### src/rtl/cpu_seq_pkg.sv
// cpu_seq_pkg: opcode classes, sequencer states and pc_src codes
package cpu_seq_pkg;
    localparam logic [3:0] OP_NOP    = 4'b0000;
    localparam logic [3:0] OP_JUMPR  = 4'b0001;
    localparam logic [3:0] OP_BRANCH = 4'b0110;
    localparam logic [3:0] OP_RETI   = 4'b0111;
    localparam logic [3:0] OP_JUMP   = 4'b1001;
    localparam logic [3:0] OP_WRITE  = 4'b1101;
    localparam logic [3:0] OP_READ   = 4'b1110;
    localparam logic [3:0] OP_HALT   = 4'b1111;

    localparam logic [1:0] PC_INC = 2'd0;
    localparam logic [1:0] PC_TGT = 2'd1;
    localparam logic [1:0] PC_VEC = 2'd2;
    localparam logic [1:0] PC_RET = 2'd3;

    typedef enum logic [3:0] {
        S_FETCH, S_FWAIT, S_DECODE, S_EXEC, S_MEM, S_MWAIT, S_WB, S_INT, S_HALT
    } state_t;

    function automatic logic op_is_alu(input logic [3:0] op);
        return !(op inside {OP_NOP, OP_JUMPR, OP_BRANCH, OP_RETI, OP_JUMP, OP_WRITE, OP_READ, OP_HALT});
    endfunction
endpackage

### src/rtl/bus_req_ctrl.sv
// bus_req_ctrl: bus request pulse, address/write qualifiers, outstanding tracking, sticky error
module bus_req_ctrl (
    input  logic clk,
    input  logic reset,
    input  logic fetch_req,
    input  logic mem_req,
    input  logic mem_we,
    input  logic bus_done,
    output logic bus_start,
    output logic bus_we,
    output logic addr_sel,
    output logic busy,
    output logic bus_err
);
    logic pend, pend_we, sel_q, we_q;

    // Data requests launch one cycle after MEM so the ALU address is stable
    assign bus_start = fetch_req | pend;
    assign addr_sel  = pend | (busy & sel_q);
    assign bus_we    = pend_we | (busy & we_q);

    // Track the pending launch, the outstanding transaction and stray completions
    always_ff @(posedge clk) begin
        if (reset) begin
            pend    <= 1'b0;
            pend_we <= 1'b0;
            sel_q   <= 1'b0;
            we_q    <= 1'b0;
            busy    <= 1'b0;
            bus_err <= 1'b0;
        end else begin
            pend    <= mem_req;
            pend_we <= mem_req & mem_we;
            if (bus_start) begin
                busy  <= 1'b1;
                sel_q <= pend;
                we_q  <= pend_we;
            end else if (bus_done) begin
                busy <= 1'b0;
            end
            if (bus_done && !busy) bus_err <= 1'b1;
        end
    end
endmodule

### src/rtl/cpu_sequencer.sv
// cpu_sequencer: multi-cycle fetch/decode/execute/memory/writeback control with one interrupt line
module cpu_sequencer
    import cpu_seq_pkg::*;
#(
    parameter int RETIRE_W = 32
) (
    input  logic                clk,
    input  logic                reset,
    input  logic [3:0]          instrOP,
    input  logic                branch_taken,
    input  logic                bus_done,
    input  logic                int_req,
    output logic                bus_start,
    output logic                bus_we,
    output logic                addr_sel,
    output logic                fetch,
    output logic                getRegs,
    output logic                alu_en,
    output logic                reg_we,
    output logic                pc_we,
    output logic [1:0]          pc_src,
    output logic                pc_save,
    output logic                int_ack,
    output logic                halted,
    output logic                bus_err,
    output logic [RETIRE_W-1:0] retired
);
    state_t state, state_nxt;
    logic in_isr, taken_q, busy, done_ok, is_mem, to_tgt;

    assign done_ok = bus_done & busy;
    assign is_mem  = (instrOP == OP_READ) || (instrOP == OP_WRITE);
    assign to_tgt  = (instrOP == OP_JUMP) || (instrOP == OP_JUMPR) || (instrOP == OP_BRANCH && taken_q);

    bus_req_ctrl u_bus (
        .clk       (clk),
        .reset     (reset),
        .fetch_req (state == S_FETCH && !reset),
        .mem_req   (state == S_MEM),
        .mem_we    (instrOP == OP_WRITE),
        .bus_done  (bus_done),
        .bus_start (bus_start),
        .bus_we    (bus_we),
        .addr_sel  (addr_sel),
        .busy      (busy),
        .bus_err   (bus_err)
    );

    // State register plus ISR flag, latched branch result and retire counter
    always_ff @(posedge clk) begin
        if (reset) begin
            state   <= S_FETCH;
            in_isr  <= 1'b0;
            taken_q <= 1'b0;
            retired <= '0;
        end else begin
            state <= state_nxt;
            if (state == S_INT) in_isr <= 1'b1;
            else if (state == S_WB && instrOP == OP_RETI) in_isr <= 1'b0;
            if (state == S_EXEC) taken_q <= branch_taken;
            if (state == S_WB) retired <= retired + RETIRE_W'(1);
        end
    end

    // Next-state selection
    always_comb begin
        state_nxt = state;
        case (state)
            S_FETCH:  state_nxt = S_FWAIT;
            S_FWAIT:  state_nxt = done_ok ? S_DECODE : S_FWAIT;
            S_DECODE: state_nxt = S_EXEC;
            S_EXEC:   state_nxt = is_mem ? S_MEM : (instrOP == OP_HALT) ? S_HALT : S_WB;
            S_MEM:    state_nxt = S_MWAIT;
            S_MWAIT:  state_nxt = done_ok ? S_WB : S_MWAIT;
            S_WB:     state_nxt = (int_req && !in_isr) ? S_INT : S_FETCH;
            S_INT:    state_nxt = S_FETCH;
            default:  state_nxt = state;
        endcase
    end

    // Datapath strobes decoded from the current state
    always_comb begin
        fetch   = (state == S_FWAIT) && done_ok;
        getRegs = state == S_DECODE;
        alu_en  = state == S_EXEC;
        reg_we  = ((state == S_MWAIT) && done_ok && instrOP == OP_READ) || ((state == S_WB) && op_is_alu(instrOP));
        pc_we   = (state == S_WB) || (state == S_INT);
        pc_src  = (state == S_INT) ? PC_VEC :
                  (state != S_WB) ? PC_INC :
                  to_tgt ? PC_TGT :
                  (instrOP == OP_RETI) ? PC_RET : PC_INC;
        pc_save = state == S_INT;
        int_ack = state == S_INT;
        halted  = state == S_HALT;
    end
endmodule
### config.mk
export PLATFORM = sky130hd
export DESIGN_NAME = cpu_sequencer
export DESIGN_NICKNAME = d
export VERILOG_FILES = /design/src/rtl/cpu_seq_pkg.sv /design/src/rtl/bus_req_ctrl.sv /design/src/rtl/cpu_sequencer.sv
export SDC_FILE = /design/constraint.sdc
export NUM_CORES = 1
export LEC_CHECK = 0
export ABC_AREA = 1
export ABC_CLOCK_PERIOD_IN_PS = 3600
export BUFFER_PORTS_ARGS = -buffer_cell sky130_fd_sc_hd__buf_2
export CAP_MARGIN = 0
export CORE_AREA = 2 2 69 71
export CTS_CLUSTER_DIAMETER = 120
export DETAILED_ROUTE_END_ITERATION = 10
export DIE_AREA = 0 0 71 73
export GPL_ROUTABILITY_DRIVEN = 0
export PLACE_DENSITY = 0.82
export SYNTH_ARGS = -nofsm -noshare
export SYNTH_HDL_FRONTEND = slang
export SYNTH_SLANG_ARGS = --single-unit
### constraint.sdc
create_clock -name clk -period 3.6 [get_ports clk]
set_input_delay 0.18 -clock clk [delete_from_list [all_inputs] [get_ports clk]]
set_output_delay 0.18 -clock clk [all_outputs]
set_load 0.05 [all_outputs]
==> reports/qor.txt, run 1 <==
Reg2Reg Capture Point: retired[16]
Final Hold Fails: 0
Clock transition at path regs: 0.07 ns
WL/cell: 11.95 um
Worst slew pin tran: 0.7999 ns
DIE WIDTH: 71 um
Hold endpoint: taken_q
GRT Total Usage: 24.07%
Slew headroom: 46.61%
Fin crit period: 1.926 ns
TritonCTS buffer count: 5
Initial antenna violation count: 0
First-pass GRT wire length: 10090 um
Vias after detailed routing: 2578
WP data required: 3.42 ns
# H-tree levels: 2
Initial core utilization: 54.68%
Worst Path Arrival: 1.75 ns
Die area: 5183 um^2
Psw: 0.2225 mW
Flop pwr share: 55.0%
Crit path buf inv count: 2
Post-Syn Area: 2480 um^2
Clock Tree Root: clkbuf_8
Critical Path End Type: primary output
CTS tree: yes
TritonCTS Sinks: 44
Post-CTS Hold Fix Bufs: 0
Synth Area in Compound Gates: 9.233%
Post-Synth XOR/XNOR Area: 1.060%
Leak: 1.356 nW
Post-route clock period utilization: 53.50%
Pwr per Cell Area: 314.8 nW/um^2
Initial drt markers: 127
Worst hold path class: in2reg
Post-cts resize count: 0
FF-to-FF setup slack: 1.94 ns
Largest family of logic cells by synthesized area: simple AND/OR/NAND/NOR gates
Combinational power share: 8.1%
Routed WL: 5914 um
CP Launch Type: register
Distinct cell type count after synthesis: 34
PnR worst setup slack: 1.674 ns
Gate Count Post-Synth: 386
DRT Pass-1 Iters: 7
Pre-CTS WS: 1.956 ns
Internal Power: 0.6839 mW
Final net count: 451
Fmax: 0.5192 GHz
Critical setup path kind: reg2out
Worst Skew: 0.01147 ns
Post-Syn Nets: 396
Clock latency on the worst-skew pair: 0.30 ns
Status: completed
Post-synthesis sequential area ratio: 35.52%
Yosys Warn Count: 0
Hold Crit Start: branch_taken
Vias/cell: 5.208
Maximum fanout along the worst path: 13
Max_cap viols: 0
Max Slew Vio Count: 0
IO Port Bufs: 54
Worst r2r path cells: 8
Sw frac: 24.55%
Peak supply drop: 0.2179 mV
N_diodes: 0
CP cell instances: inv_2 -> nand2_4 -> nor2_4 -> o21ai_0 -> o22ai_1 -> buf_2
Synth-to-Final Area Change: 16.09%
Crit-path slowest cell: dfxtp_1
Syn_area_per_cell: 6.425 um^2
Antenna Nets Post-Route: 0
Largest net degree at the start of global routing: 28
Fin Setup TNS: 0 ns
Clock power share: 36.9%
Drc violations: 0
Setup Viol. Count Final: 0
I/O Pins: 55
Post-CTS setup buffer count: 0
#FFs+latches synth: 44
Vias in the first global route: 2353
Core box area: 4536 um^2
Share of layout cells above drive strength 1: 18.59%
Mux cell area share after synthesis: 0%
RSZ-0062 raised after global routing: false
CP max stage delay: 0.38 ns
Design Power: 0.9064 mW
Layout fillers: 410
R2r startpoint: retired[1]
Synth Area in Adders: 0.5045%
Longest Clk Path Bufs: 2
DP Wirelength: 4615 um
Simple-gate share of the synthesized area: 43.34%
Hold depth: 3
Die H: 73 um
GRT overflow: 0
Cell row count: 25
Delay-heaviest family, CP: buffers and inverters
-- metrics by stage --
step	utilization, %	hold slack [ns]	cell area (um^2)	instances
global route	63.48	0.1574	2879	495
floorplan	-	0.3149	2480	386
detailed placement	61.35	0.4313	2783	488
CTS	63.48	0.1249	2879	495
finish	63.48	0.1293	2879	495
global placement	61.35	0.4137	2783	488
-- state kept, by name, indices dropped and copies added (netlist names) --
| name | cells |
|---|---|
| u_bus.sel_q | 1 |
| u_bus.we_q | 1 |
| taken_q | 1 |
| u_bus.pend | 1 |
| state | 4 |
| u_bus.busy | 1 |
| retired | 32 |
| u_bus.pend_we | 1 |
| u_bus.bus_err | 1 |
| in_isr | 1 |
-- power by group through the flow --
stage               clock network, mW  registers (mW)  logic [mW]
floorplan                           0           0.513      0.0513
global placement                    0           0.510      0.0720
detailed placement                  0           0.510      0.0732
CTS                             0.337           0.499      0.0735
global route                    0.357           0.500      0.0828
finish                          0.334           0.499      0.0735
-- cells in the final DEF (no fill, tap or decap), drive strengths merged --
cell type / netlist / layout
a21o: 1 / 1
a21oi: 18 / 18
a31oi: 1 / 1
a41oi: 1 / 1
buf: 4 / 54
clkbuf: 2 / 7
dfxtp: 44 / 44
ha: 1 / 1
inv: 59 / 59
nand2: 93 / 93
nand3: 22 / 22
nand3b: 2 / 2
nand4: 16 / 16
nor2: 85 / 85
nor3: 12 / 12
nor4: 1 / 1
o211ai: 1 / 1
o21a: 3 / 3
o21ai: 16 / 16
o22ai: 1 / 1
xnor2: 1 / 1
xor2: 2 / 2
-- Yosys cell counts (all sizes together) --
library cell  count  share of area, %
a21o              1              0.30
a21oi            18               3.6
a31oi             1              0.25
a41oi             1              0.35
buf               4               1.1
clkbuf            2              0.30
dfxtp            44                36
ha                1              0.50
inv              59               8.9
nand2            93                15
nand3            22               5.3
nand3b            2              0.61
nand4            16               4.3
nor2             85                15
nor3             12               3.1
nor4              1              0.25
o211ai            1              0.30
o21a              3              0.91
o21ai            16               3.2
o22ai             1              0.25
xnor2             1              0.35
xor2              2              0.71
-- area by class of cell --
type,count,area (um^2),area share [%]
well taps,54,67.56,2.347
inverters,59,221.5,7.692
clock buffers,7,96.34,3.346
multi-input cells,277,1343,46.63
repair buffers,54,270.3,9.387
flip-flops and latches,44,880.8,30.60
-- how the worst max path moves through the flow --
| stage | startpoint | to | cells past startpoint |
|---|---|---|---|
| floorplan | state[1] | pc_src[1] | 4 |
| global placement | retired[1] | retired[20] | 8 |
| detailed placement | state[3] | retired[29] | 9 |
| CTS | state[3] | reg_we | 6 |
| global route | state[3] | reg_we | 6 |
| finish | state[3] | reg_we | 6 |
-- worst min-delay path, delay by kind of cell --
family | cells | cell delay, ns
buffers and inverters | 1 | 0.08
AND/OR/NAND/NOR | 2 | 0.12
-- layer usage --
metal / share of wire (%) / global-route usage [%] / wire (um) / vias up
met4: 2.1 / 9.224 / 125 / 0
met5: 0 / 0 / 0 / -
met1: 45 / 29.96 / 2650 / 1153
met3: 6.6 / 4.144 / 389 / 16
met2: 46 / 41.74 / 2748 / 75
li1: - / - / - / 1334
-- logic make-up after synthesis --
group / Yosys count
XOR/XNOR: 3
flip-flops: 44
adder cells (fa/ha/maj): 1
AO/OA/AOI/OAI: 42
buffers and inverters: 65
AND/OR/NAND/NOR: 231
Power figures use the tool's default switching activity.
==> run 2: changes to the inputs <==
--- a/config.mk
+++ b/config.mk
@@ -5,8 +5,8 @@
 export SDC_FILE = /design/constraint.sdc
 export NUM_CORES = 1
 export LEC_CHECK = 0
-export ABC_AREA = 1
-export ABC_CLOCK_PERIOD_IN_PS = 3600
+export ABC_AREA = 0
+export ABC_CLOCK_PERIOD_IN_PS = 1850
 export BUFFER_PORTS_ARGS = -buffer_cell sky130_fd_sc_hd__buf_2
 export CAP_MARGIN = 0
 export CORE_AREA = 2 2 69 71
@@ -14,7 +14,7 @@
 export DETAILED_ROUTE_END_ITERATION = 10
 export DIE_AREA = 0 0 71 73
 export GPL_ROUTABILITY_DRIVEN = 0
-export PLACE_DENSITY = 0.82
+export PLACE_DENSITY = 0.77
 export SYNTH_ARGS = -nofsm -noshare
 export SYNTH_HDL_FRONTEND = slang
 export SYNTH_SLANG_ARGS = --single-unit
==> constraint.sdc (replaced) <==
create_clock -name clk -period 1.85 [get_ports clk]
set_input_delay 0.0925 -clock clk [delete_from_list [all_inputs] [get_ports clk]]
set_output_delay 0.0925 -clock clk [all_outputs]
set_load 0.05 [all_outputs]
==> run 2 against run 1 <==
Net effect: largest power group unchanged; synthesized cell count is 28% lower; clock power up 110%; cell count fell by 15%; the flow now finishes with violations (setup timing); final area rose by 12%; via count shrank 3.4%; first-iteration DRC count increased by 67%; core utilization rose by 7.4 points; worst hold slack got worse by 0.090 ns; total power grew 92%.
==> reports/qor.txt, run 2 <==
Status: complete, but fails checks (was completed)
Failing checks: setup timing
Crit path buf inv count: 2 (unchanged)
Fmax: 0.4895 GHz
Maximum fanout along the worst path: 6 (was 13)
WL/cell: 15.55 um (was 11.95 um)
Hold endpoint: taken_q (unchanged)
Clock latency on the worst-skew pair: 0.30 ns (about the same)
Die area: 5183 um^2 (unchanged)
TritonCTS buffer count: 5 (unchanged)
Most instantiated cells after synthesis: 44 x dfxtp_1, 33 x a21oi_1, 22 x nand2_1, 22 x nor2_1, 22 x or4_1 (was 91 x nand2_1, 75 x nor2_1, 56 x inv_1)
Distinct cell type count after synthesis: 41 (was 34)
Clock transition at path regs: 0.09 ns (was 0.07 ns)
Yosys top cell by area: dfxtp_1 (unchanged)
Final net count: 378 (was 451)
Clock power share: 39.9% (was 36.9%)
Drc violations: 0 (unchanged)
Synth-to-Final Area Change: 40.92% (was 16.09%)
Post-Place Cell Area: 2912 um^2 (was 2783 um^2)
Max Slew Vio Count: 0 (unchanged)
Routed WL: 6576 um (was 5914 um)
FF+latch area: 950.9 um^2 (was 880.8 um^2)
Share of layout cells above drive strength 1: 44.44% (was 18.59%)
Asr flop ratio synth: 0% (unchanged)
Layout fillers: 330 (was 410)
GRT overflow: 0 (unchanged)
CP Launch Type: register (unchanged)
Post-Syn Nets: 289 (was 396)
Gate Count Post-Synth: 279 (was 386)
M2 GR Usage: 43.61% (was 41.74%)
Worst hold margin: 0.03887 ns (was 0.1293 ns)
#FFs+latches synth: 44 (unchanged)
CP max stage delay: 0.46 ns (was 0.38 ns)
Fin crit period: 2.043 ns
Peak supply drop: 0.4027 mV (was 0.2179 mV)
FF-to-FF setup slack: -0.19 ns (was 1.94 ns)
Worst Path Arrival: 2.22 ns (was 1.75 ns)
Delay-heaviest family, CP: simple AND/OR/NAND/NOR gates (was buffers and inverters)
Vias after detailed routing: 2491 (was 2578)
Largest regs: retired x32, state x4 (unchanged)
Area of the multi-input gates: 1423 um^2 (was 1343 um^2)
Commonest non-fill, non-tap cell in the layout: buf_2 (was nand2_1)
Internal Power: 1.312 mW (was 0.6839 mW)
Post-Syn Area: 2281 um^2 (was 2480 um^2)
Leak: 1.226 nW (was 1.356 nW)
Slew headroom: 69.43% (was 46.61%)
Yosys Warn Count: 0 (unchanged)
Setup Viol. Count Final: 22 (was 0)
CP cell instances: or3b_4 -> buf_4 -> or4_4 -> buf_6 -> o31ai_1 -> a21oi_2 (was inv_2 -> nand2_4 -> nor2_4 -> o21ai_0 -> o22ai_1 -> buf_2)
Initial core utilization: 50.29% (was 54.68%)
Die H: 73 um (unchanged)
Most frequent cells in the layout: 53 x buf_2, 41 x buf_4, 31 x a21oi_1, 22 x nor2_1, 22 x nand2_1 (was 91 x nand2_1, 75 x nor2_1, 56 x inv_1, 54 x buf_2, 44 x dfxtp_1)
Syn_area_per_cell: 8.175 um^2 (was 6.425 um^2)
Critical Path End Type: register (was primary output)
Initial drt markers: 212 (was 127)
Vias/cell: 5.889 (was 5.208)
Hold Crit Start: branch_taken (unchanged)
Hold depth: 3 (unchanged)
Post-Layout Inst Area: 3214 um^2 (was 2879 um^2)
DRT Pass-1 Iters: 4 (was 7)
Largest Register: retired (unchanged)
Post-route clock period utilization: 110.4%
Clock Tree Root: clkbuf_8 (unchanged)
Combinational power share: 6.4% (was 8.1%)
First-pass GRT wire length: 10360 um (was 10090 um)
Max_cap viols: 0 (unchanged)
Max reg flops: 32 (unchanged)
Met1 Use GR: 31.22% (was 29.96%)
Critical setup path kind: reg2reg (was reg2out)
CTS tree: yes (unchanged)
Largest net degree at the start of global routing: 43 (was 28)
IO Port Bufs: 54 (unchanged)
Top cells by area, synth: dfxtp_1 39%, a21oi_1 7.2%, or4_1 7.2% (was dfxtp_1 36%, nand2_1 14%, nor2_1 11%)
Vias in the first global route: 2271 (was 2353)
TritonCTS Sinks: 44 (unchanged)
Cell row count: 25 (unchanged)
Fin Setup TNS: -2.196 ns (was 0 ns)
Flop pwr share: 53.7% (was 55.0%)
EDFF count, synth: 0 (unchanged)
Design Power: 1.743 mW (was 0.9064 mW)
R2r startpoint: state[3] (was retired[1])
Pwr per Cell Area: 542.2 nW/um^2 (was 314.8 nW/um^2)
Post-synth top area share: 38.62% (was 35.52%)
Crit-path slowest cell: or4_4 (was dfxtp_1)
PnR worst setup slack: -0.1929 ns (was 1.674 ns)
Antenna Nets Post-Route: 0 (unchanged)
Initial antenna violation count: 0 (unchanged)
Final Hold Fails: 0 (unchanged)
# H-tree levels: 2 (unchanged)
Top_reg_cell synth: dfxtp_1 (unchanged)
Core box area: 4536 um^2 (unchanged)
Worst Skew: 0.001693 ns (was 0.01147 ns)
WP data required: 2.02 ns (was 3.42 ns)
Psw: 0.4309 mW (was 0.2225 mW)
GRT Total Usage: 24.77% (was 24.07%)
DP Wirelength: 4318 um (was 4615 um)
DIE WIDTH: 71 um (unchanged)
Post-synthesis sequential area ratio: 38.62% (was 35.52%)
Sw frac: 24.72% (was 24.55%)
N_diodes: 0 (unchanged)
Longest Clk Path Bufs: 2 (unchanged)
Worst slew pin tran: 0.4586 ns (was 0.7999 ns)
Worst r2r path cells: 6 (was 8)
I/O Pins: 55 (unchanged)
Worst hold path class: in2reg (unchanged)
Most frequent cell after synthesis: dfxtp_1 (was nand2_1)
Grt peak-use layer: met2 (unchanged)
RSZ-0062 raised after global routing: true (was false)
Reg2Reg Capture Point: retired[20] (was retired[16])
Global Route met3 Usage: 4.420% (was 4.144%)
-- run 2: cell types whose count changed after synthesis, sizes merged, moves of 6 or more --
| cell | delta |
|---|---|
| nand3 | -14 |
| or3 | +6 |
| nand2 | -71 |
| clkbuf | +12 |
| nand4 | -6 |
| nor2 | -63 |
| xnor2 | +6 |
| nor3 | -7 |
| or4 | +23 |
| inv | -49 |
| o31ai | +17 |
| o21ai | -11 |
| a21oi | +15 |
-- run 2: how the worst max path moves through the flow --
stage | from | end | slack [ns] | cells after the start
2_1_floorplan | state[1] | retired[30] | -0.39 | 8
3_3_place_gp | state[3] | retired[19] | -0.09 | 4
3_5_place_dp | state[3] | retired[19] | -0.16 | 4
4_1_cts | state[3] | retired[19] | -0.15 | 4
5_1_grt | state[3] | retired[20] | -0.25 | 6
6_report | state[3] | retired[20] | -0.19 | 6
-- run 2: kinds of logic after synthesis --
kind of cell | after synthesis | share of synthesized area [%]
flops | 44 | 38.62
simple gates | 126 | 32.04
xor+xnor | 8 | 3.072
mux | 3 | 1.371
buf+inv | 29 | 6.089
compound gates | 68 | 18.27
fa+ha+maj | 1 | 0.5485
-- run 2: layer usage --
layer,share of wire (%),wire length (um),up-vias
li1,-,-,1226
met1,44,2873,1165
met2,49,3240,90
met3,5.8,379,10
met4,1.2,82,0
met5,0,0,-
-- run 2: metrics by stage --
| step | util [%] | setup slack [ns] | instances |
|---|---|---|---|
| after global routing | 70.87 | -0.2526 | 423 |
| after floorplan | - | -0.3940 | 279 |
| final | 70.87 | -0.1929 | 423 |
| after detailed placement | 64.19 | -0.1644 | 403 |
| after global placement | 64.19 | -0.09007 | 403 |
| after CTS | 69.05 | -0.1488 | 419 |
-- run 2: power groups by stage --
stage / clock (mW) / combinational, mW / sequential [mW]
2_1_floorplan: 0 / 0.0711 / 0.963
3_3_place_gp: 0 / 0.108 / 0.958
6_report: 0.695 / 0.111 / 0.936
4_1_cts: 0.704 / 0.110 / 0.936
5_1_grt: 0.737 / 0.121 / 0.938
3_5_place_dp: 0 / 0.109 / 0.959
-- run 2: final cells by class --
type | instances | area share (%)
multi-input combinational | 208 | 44.26
sequential | 44 | 29.58
timing repair buffer | 99 | 19.58
clock buffer | 6 | 2.919
tap | 54 | 2.102
inverter | 10 | 1.168
clock inverter | 2 | 0.3893
-- run 2: repair_timing --
item | 4_1_cts | 5_1_grt
pin swaps | 4 | 6
resized for setup | 14 | 12
hold buffers | 0 | 0
setup buffers | 7 | 3
endpoints found under the setup margin | 22 | 24
cloned | 1 | 1
-- run 2: worst reg2reg max path, delay by kind of cell, from the launching register on --
kind | cells | cell delay [ns]
flops | 1 | 0.33
buf+inv | 2 | 0.31
compound gates | 2 | 0.40
simple gates | 2 | 0.88
==> run 3: changes to the inputs <==
--- a/config.mk
+++ b/config.mk
@@ -14,6 +14,7 @@
 export DETAILED_ROUTE_END_ITERATION = 10
 export DIE_AREA = 0 0 71 73
 export GPL_ROUTABILITY_DRIVEN = 0
+export GPL_TIMING_DRIVEN = 0
 export PLACE_DENSITY = 0.77
 export SYNTH_ARGS = -nofsm -noshare
 export SYNTH_HDL_FRONTEND = slang
==> run 3 against run 2 <==
Net effect: the flow still finishes with violations (setup timing); critical endpoint is now retired[18]; die area stayed put; sequential share of layout area decreased by 1.6 points; combinational power rose by 9%; largest power group unchanged; cell count down 0.71%; clock power rose by 7.3%; critical path depth rose by 1; highest routed layer unchanged; worst hold slack lost 0.0036 ns; clock skew increased by 0.0042 ns; non-clock buffer count is 1 lower; critical path type unchanged; sequential cell count unchanged.
==> reports/qor.txt, run 3 (same netlist as run 2, synthesis figures left out) <==
Status: complete, but fails checks (unchanged)
Failing checks: setup timing (unchanged)
Cell row count: 25 (unchanged)
Worst Path Arrival: 2.44 ns (was 2.22 ns)
I/O Pins: 55 (unchanged)
Pre-CTS WS: -0.5050 ns (was -0.1644 ns)
RSZ-0062 raised after global routing: true (unchanged)
Maximum fanout along the worst path: 6 (unchanged)
Vias in the first global route: 2323 (was 2271)
CTS tree: yes (unchanged)
Post-CTS Hold Fix Bufs: 0 (unchanged)
Clock latency on the worst-skew pair: 0.30 ns (about the same)
Leak: 1.268 nW (was 1.226 nW)
Core box area: 4536 um^2 (unchanged)
TritonCTS Sinks: 44 (unchanged)
Initial drt markers: 151 (was 212)
Critical setup path kind: reg2reg (unchanged)
Most frequent cells in the layout: 48 x buf_2, 27 x buf_4, 22 x nor2_1, 22 x a21oi_1 (was 53 x buf_2, 41 x buf_4, 31 x a21oi_1, 22 x nor2_1, 22 x nand2_1)
GRT overflow: 0 (unchanged)
Critical Path End Type: register (unchanged)
Initial core utilization: 50.29% (unchanged)
Worst r2r path cells: 7 (was 6)
Routed WL: 7225 um (was 6576 um)
Largest net degree at the start of global routing: 14 (was 43)
Clock Tree Root: clkbuf_8 (unchanged)
Longest Clk Path Bufs: 2 (unchanged)
DIE WIDTH: 71 um (unchanged)
Hold endpoint: taken_q (unchanged)
IO Port Bufs: 52 (was 54)
FF-to-FF setup slack: -0.37 ns (was -0.19 ns)
Post-Layout Inst Area: 3408 um^2 (was 3214 um^2)
PnR worst setup slack: -0.3674 ns (was -0.1929 ns)
Max Slew Vio Count: 0 (unchanged)
Peak supply drop: 0.4644 mV (was 0.4027 mV)
Vias after detailed routing: 2673 (was 2491)
Largest Register: retired (unchanged)
Share of layout cells above drive strength 1: 48.63% (was 44.44%)
Clock transition at path regs: 0.09 ns (about the same)
Synth-to-Final Area Change: 49.42% (was 40.92%)
Final Hold Fails: 0 (unchanged)
DRT Pass-1 Iters: 5 (was 4)
Fin Setup TNS: -3.411 ns (was -2.196 ns)
TritonCTS buffer count: 5 (unchanged)
Slew headroom: 55.97% (was 69.43%)
Drc violations: 0 (unchanged)
Fin crit period: 2.217 ns (was 2.043 ns)
Vias/cell: 6.364 (was 5.889)
Post-route clock period utilization: 119.9% (was 110.4%)
R2r startpoint: state[3] (unchanged)
Max_cap viols: 0 (unchanged)
Hold depth: 3 (unchanged)
Commonest non-fill, non-tap cell in the layout: buf_2 (unchanged)
N_diodes: 0 (unchanged)
Setup Viol. Count Final: 21 (was 22)
Final net count: 375 (was 378)
# H-tree levels: 2 (unchanged)
Largest regs: retired x32, state x4 (unchanged)
GRT Total Usage: 25.94% (was 24.77%)
CP Launch Type: register (unchanged)
DP Wirelength: 4184 um (was 4318 um)
Initial antenna violation count: 0 (unchanged)
Reg2Reg Capture Point: retired[18] (was retired[20])
Antenna Nets Post-Route: 0 (unchanged)
Worst Skew: 0.005905 ns (was 0.001693 ns)
WP data required: 2.08 ns (was 2.02 ns)
Die H: 73 um (unchanged)
Pwr per Cell Area: 528.5 nW/um^2 (was 542.2 nW/um^2)
First-pass GRT wire length: 10740 um (was 10360 um)
Fmax: 0.4510 GHz (was 0.4895 GHz)
Max reg flops: 32 (unchanged)
Worst slew pin tran: 0.6604 ns (was 0.4586 ns)
WL/cell: 17.20 um (was 15.55 um)
Post-Place Cell Area: 2788 um^2 (was 2912 um^2)
Hold Crit Start: branch_taken (unchanged)
Die area: 5183 um^2 (unchanged)
Worst hold path class: in2reg (unchanged)
==> run 3: changes by cell type in the layout (fill, tap and decap cells not counted), moves of 5 or more <==
cell	before	now
clkbuf_1	0	7
buf_2	53	48
a21oi_2	2	11
buf_6	5	11
o31ai_2	1	7
buf_4	41	27
a21oi_1	31	22
o31ai_1	15	8
==> run 3: worst max-delay path by stage <==
stage,from,end,slack (ns)
after floorplan,state[1],retired[30],-0.39
final,state[3],retired[18],-0.37
after detailed placement,state[0],retired[23],-0.50
after global placement,state[1],retired[30],-0.48
after global routing,state[3],retired[18],-0.41
after CTS,state[1],retired[30],-0.37
==> run 3: per-layer routing <==
| layer | share of wire, % | global-route usage (%) |
|---|---|---|
| met1 | 41 | 31.98 |
| met2 | 49 | 44.55 |
| met3 | 6.4 | 4.834 |
| met4 | 3.2 | 11.11 |
| met5 | 0 | 0 |
==> run 3: report_power, final <==
group	internal [mW]	total [mW]	switching, mW
combinational	0.0389	0.121	0.0816
sequential	0.929	0.935	0.00657
clock	0.401	0.746	0.344
total	1.37	1.80	0.432
==> run 3: layout make-up <==
type	instances	area, um^2
fill	311	1127
multi-input combinational	206	1573
tap	54	67.56
inverter	10	37.54
clock inverter	2	35.03
timing repair buffer	82	525.5
buffer	16	143.9
sequential	44	953.4
clock buffer	6	72.57
==> run 3: what timing repair did <==
item | 4_1_cts | 5_1_grt
buffers inserted | 25 | 6
resized for setup | 35 | 41
pin swaps | 23 | 19
endpoints found under the setup margin | 29 | 32
==> run 3: stage by stage <==
step / util, % / hold WS [ns] / total power [mW] / cells
after floorplan: - / 0.2372 / 1.034 / 279
after global placement: 61.46 / 0.3322 / 1.067 / 385
after detailed placement: 61.46 / 0.3491 / 1.067 / 385
after CTS: 71.09 / 0.04618 / 1.795 / 416
after global routing: 75.14 / 0.06492 / 1.852 / 420
final: 75.14 / 0.03532 / 1.801 / 420
==> run 3: critical path, stage by stage (launching register included) <==
cell and delay, ns:
dfxtp_4 0.37, or3b_4 0.37, buf_6 0.13, or4_4 0.52, buf_6 0.15, buf_6 0.11
or3_4 0.36, a21oi_2 0.12
